`src/rtl/lock_dialer.sv`:
```
// Combination-entry driver for the up/down dial lock: dials CW to comb1,
// CCW to comb2, CW to comb3 one notch per cycle, mirroring the lock position.
module lock_dialer #(
  parameter int MSB = 5
) (
  input  logic         clock,
  input  logic         resetN,
  input  logic         start,
  input  logic         abort,
  input  logic [MSB:0] comb1,
  input  logic [MSB:0] comb2,
  input  logic [MSB:0] comb3,
  output logic         up,
  output logic         down,
  output logic         busy,
  output logic         done,
  output logic [MSB:0] position
);

  typedef enum logic [2:0] {IDLE, CW1, CCW2, CW3, DONE} state_t;

  state_t       state;
  state_t       nextState;
  logic [MSB:0] c1;
  logic [MSB:0] c2;
  logic [MSB:0] c3;
  logic [MSB:0] posInc;
  logic [MSB:0] posDec;
  logic         startAccept;

  assign posInc = position + 1'b1;
  assign posDec = position - 1'b1;

  // The step always lands before the compare, so a target equal to the
  // phase's start position costs a full revolution.
  always_comb begin
    nextState   = state;
    startAccept = 1'b0;
    up          = 1'b0;
    down        = 1'b0;
    busy        = 1'b0;
    done        = 1'b0;
    case (state)
      IDLE: begin
        if (!abort && start) begin
          nextState   = CW1;
          startAccept = 1'b1;
        end
      end
      CW1: begin
        up   = 1'b1;
        busy = 1'b1;
        if (abort)             nextState = IDLE;
        else if (posInc == c1) nextState = CCW2;
      end
      CCW2: begin
        down = 1'b1;
        busy = 1'b1;
        if (abort)             nextState = IDLE;
        else if (posDec == c2) nextState = CW3;
      end
      CW3: begin
        up   = 1'b1;
        busy = 1'b1;
        if (abort)             nextState = IDLE;
        else if (posInc == c3) nextState = DONE;
      end
      DONE: begin
        done = 1'b1;
        if (abort) begin
          nextState = IDLE;
        end else if (start) begin
          nextState   = CW1;
          startAccept = 1'b1;
        end
      end
      default: nextState = IDLE;
    endcase
  end

  // Position tracks the lock even on an aborting edge, since the lock moves too.
  always_ff @(posedge clock) begin
    if (!resetN) begin
      state    <= IDLE;
      position <= '0;
      c1       <= '0;
      c2       <= '0;
      c3       <= '0;
    end else begin
      state <= nextState;
      if (up)        position <= posInc;
      else if (down) position <= posDec;
      if (startAccept) begin
        c1 <= comb1;
        c2 <= comb2;
        c3 <= comb3;
      end
    end
  end

endmodule

```
`config.mk`:
```
export PLATFORM = sky130hd
export DESIGN_NAME = lock_dialer
export DESIGN_NICKNAME = d
export VERILOG_FILES = /design/src/rtl/lock_dialer.sv
export SDC_FILE = /design/constraint.sdc
export NUM_CORES = 1
export LEC_CHECK = 0
export CAP_MARGIN = 20
export CORE_MARGIN = 4
export CORE_UTILIZATION = 51
export DETAILED_ROUTE_END_ITERATION = 10
export HOLD_SLACK_MARGIN = 0.02
export PLACE_DENSITY = 0.88
export SYNTH_ARGS = -nofsm -noshare
export SYNTH_HDL_FRONTEND = slang
export SYNTH_SLANG_ARGS = --single-unit
```
`constraint.sdc`:
```
create_clock -name clock -period 2.3 [get_ports clock]
set_clock_uncertainty 0.05 [all_clocks]
set_input_delay 0.69 -clock clock [delete_from_list [all_inputs] [get_ports clock]]
set_output_delay 0.69 -clock clock [all_outputs]
set_load 0.03 [all_outputs]
```
==> impl_metrics.ini <==
[run_status]
outcome = finished clean

[clock_network]
numClockSinks = 27
clkLatencyLatePin_ns = 0.34
tritoncts = done
clockRootBuffer = sky130_fd_sc_hd__clkbuf_4
cts_htree_levels = 1
bufs_on_longest_clock_path = 2
cts_buffers = 3
clk_pin_slew_ns = 0.16

[floorplan]
die_width_um = 64.7
die_y_um = 64.7
boundary_pin_count = 32
placement_rows = 20
floorplan.core_area_um2 = 3050
dieArea_um2 = 4180
initial_utilization = 0.536

[worst_setup_path]
timing.critical_path.to_type = primary output
r2r_start = position[0]
critPathRequiredTime_ns = 1.56
arrival_ns = 1.45
critical_path_start_type = flop
r2r-end = state[2]
cpPeakStageDelay_ns = 0.69
path_max_fanout = 4
crit_path_cell_trace = clkdlybuf4s50_1
cp_num_buf_inv = 1
regToRegSetupSlack_ns = 0.20
critical_path.slowest_cell = sky130_fd_sc_hd__clkdlybuf4s50_1
criticalPathCategory = flop to primary output
rr_worst_depth = 7
timing.critical_path.max_delay_family = buffers and inverters

[placed_design]
post_placement_setup_slack_ns = 0.101
port_buf_inserts = 31
routabilityCongestion = 0.916
placed_cell_area_um2 = 2030
dpl_hpwl_um = 2780
numPlacedInstances = 267

[synthesis]
ys_top_cells_by_area = sky130_fd_sc_hd__dfxtp_1, sky130_fd_sc_hd__nand2_1, sky130_fd_sc_hd__xnor2_1, sky130_fd_sc_hd__a21boi_0, sky130_fd_sc_hd__xor2_1
ys_warn_count = 0
netlist_area_um2 = 1640
post_synth_cell_types = 41
synth-async-reset-ratio = 0
ys_dominant_reg_cell = sky130_fd_sc_hd__dfxtp_1
synth_top_cell_by_area = sky130_fd_sc_hd__dfxtp_1
syn-mean-instance-area_um2 = 8.57
synth_nets = 215
synth-seq-area-share = 0.330
yosys.area.top_type_share = 0.330
postSynthRegisterBits = 27
synth_enable_flop_cells = 0
postSynthCellCount = 191

[power]
power_density_nw_per_um2 = 698
total_leakage_power_uw = 0.000766
irDropWorstVdd_mv = 0.338

[cells_and_area]
fraction_of_layout_instances_using_a_drive_strength_above_1 = 0.159
area_delta_synth_final_pct = 25.6
final_area_um2 = 2060
antenna-diode-count = 0
layoutNonFillerInstCount = 271
fin_nets = 252
filler_cell_count = 260

[detailed_routing]
ant_nets = 0
postRouteWirelength_um = 3520
detail_route.iter0.violations = 55
drc_errors = 0
avg_vias_per_cell = 5.30
routed-via-count = 1437
drt_first_pass_iters = 4
detail_route.wl_per_cell_um = 13.0

[global_route]
overflow = 0
grt_max_degree = 19
total_global_route_track_usage = 0.181
number_of_antenna_violations_at_the_first_check_in_global_routing = 0
grt_first_pass_wirelength_um = 5900
grt_pass1_vias = 1337

[sta]
setup_repair_after_global_routing_missed_its_margin = no
maxClockFrequency_mhz = 456
maxSlewHeadroom = 0.709
hold_viol_final = 0
maxSlewViolCount = 0
worst_slew_pin_slew_ns = 0.436
tns_ns = 0
setup_viol = 0
post-route-period-util = 0.954
post_layout_min_period_ns = 2.19
fin_worst_setup_slack_ns = 0.106

[min_path]
hold_path.startpoint = c1[0]
hold_class = flop to flop
min_delay_worst_endpoint = c1[0]
hold_depth = 2

[job]
max-cap-violations = 0
==> power breakdown <==
| group | switching [µW] | internal (µW) |
|---|---|---|
| registers | 37.8 | 510 |
| logic | 341 | 320 |
| clock network | 156 | 71.2 |
==> sequential cells by signal, summed over array words and instances, names as in the netlist <==
register and cells:
c3 6, state 3, position 6, c1 6
c2 6
==> per-stage QoR <==
step	total power (µW)	hold WS, ns	util
6_report	1440	0.437	0.674
2_1_floorplan	1020	0.394	-
3_5_place_dp	1220	0.419	0.665
5_1_grt	1530	0.463	0.674
4_1_cts	1440	0.440	0.674
3_3_place_gp	1200	0.411	0.665
==> layer usage <==
layer,part of all wire,up-vias,wire length [µm],GRT usage
li1,-,719,-,-
met1,0.43,659,1510,0.223
met2,0.49,51,1730,0.309
met3,0.056,8,197,0.0260
met4,0.022,0,77,0.0818
met5,0,-,0,0
==> cells in the final DEF, fill, tap and decap left out, types with 2 or more instances in the layout <==
cell                              instances
sky130_fd_sc_hd__a211oi_1                 2
sky130_fd_sc_hd__a21boi_0                19
sky130_fd_sc_hd__a21oi_1                  3
sky130_fd_sc_hd__a22oi_1                  3
sky130_fd_sc_hd__and2_1                   2
sky130_fd_sc_hd__buf_4                   16
sky130_fd_sc_hd__clkbuf_4                 3
sky130_fd_sc_hd__clkdlybuf4s50_1         26
sky130_fd_sc_hd__dfxtp_1                 27
sky130_fd_sc_hd__dlygate4sd2_1            2
sky130_fd_sc_hd__ha_1                     2
sky130_fd_sc_hd__inv_1                    5
sky130_fd_sc_hd__nand2_1                 43
sky130_fd_sc_hd__nand3_1                  2
sky130_fd_sc_hd__nand3_2                  3
sky130_fd_sc_hd__nand4_1                  2
sky130_fd_sc_hd__nor2_1                   6
sky130_fd_sc_hd__nor3_2                   2
sky130_fd_sc_hd__o211ai_1                 2
sky130_fd_sc_hd__o21ai_0                  6
sky130_fd_sc_hd__o221a_2                  3
sky130_fd_sc_hd__xnor2_1                 17
sky130_fd_sc_hd__xor2_1                  10
==> Yosys cell counts, types with 2 or more instances <==
library cell	n
sky130_fd_sc_hd__nand2_1	43
sky130_fd_sc_hd__dfxtp_1	27
sky130_fd_sc_hd__a21boi_0	19
sky130_fd_sc_hd__xnor2_1	17
sky130_fd_sc_hd__xor2_1	10
sky130_fd_sc_hd__clkbuf_1	8
sky130_fd_sc_hd__nor2_1	7
sky130_fd_sc_hd__o21ai_0	6
sky130_fd_sc_hd__inv_1	5
sky130_fd_sc_hd__a21oi_1	3
sky130_fd_sc_hd__a22oi_1	3
sky130_fd_sc_hd__nand3_2	3
sky130_fd_sc_hd__o221a_2	3
sky130_fd_sc_hd__a211oi_1	2
sky130_fd_sc_hd__and2_1	2
sky130_fd_sc_hd__buf_4	2
sky130_fd_sc_hd__buf_6	2
sky130_fd_sc_hd__ha_1	2
sky130_fd_sc_hd__nand3_1	2
sky130_fd_sc_hd__nand4_1	2
sky130_fd_sc_hd__nor3_2	2
sky130_fd_sc_hd__o211ai_1	2
==> repair_timing <==
| item | in CTS | in global routing |
|---|---|---|
| hold endpoints to repair | 0 | 0 |
| hold buffers | 0 | 0 |
| setup endpoints to repair | 3 | 2 |
| buffers inserted | 0 | 0 |
| resized for setup | 3 | 4 |
==> worst max-delay path by stage <==
stage                           start     endpoint  slack (ns)  depth (start not counted)
final                     position[0]  position[0]        0.11                          1
after global routing         state[1]         busy        0.04                          4
after CTS                    state[1]         down        0.06                          3
after detailed placement        abort        c3[0]        0.10                          6
after global placement       state[1]         down        0.17                          3
after floorplan           position[0]     state[2]        0.03                          9
==> cells by family (layout without fill, tap and decap cells) <==
group / after synthesis / after routing / synth area share
AOI/OAI and AO/OA: 44 / 44 / 0.209
xor gates and xnor gates: 30 / 30 / 0.178
adders and majority gates: 2 / 2 / 0.0153
buffers and inverters: 18 / 54 / 0.0558
DFF: 27 / 27 / 0.330
and+or+nand+nor: 70 / 70 / 0.212
==> final cells by class <==
cell class                 instances  area, µm²  area share
multi-input combinational        146       1010       0.490
sequential                        27        541       0.263
timing repair buffer              45        403       0.196
tap                               44       55.1      0.0268
clock buffer                       3       22.5      0.0109
inverter                           5       18.8     0.00912
clock inverter                     1       8.76     0.00426
Note: power is estimated with default switching activity, not from simulation.
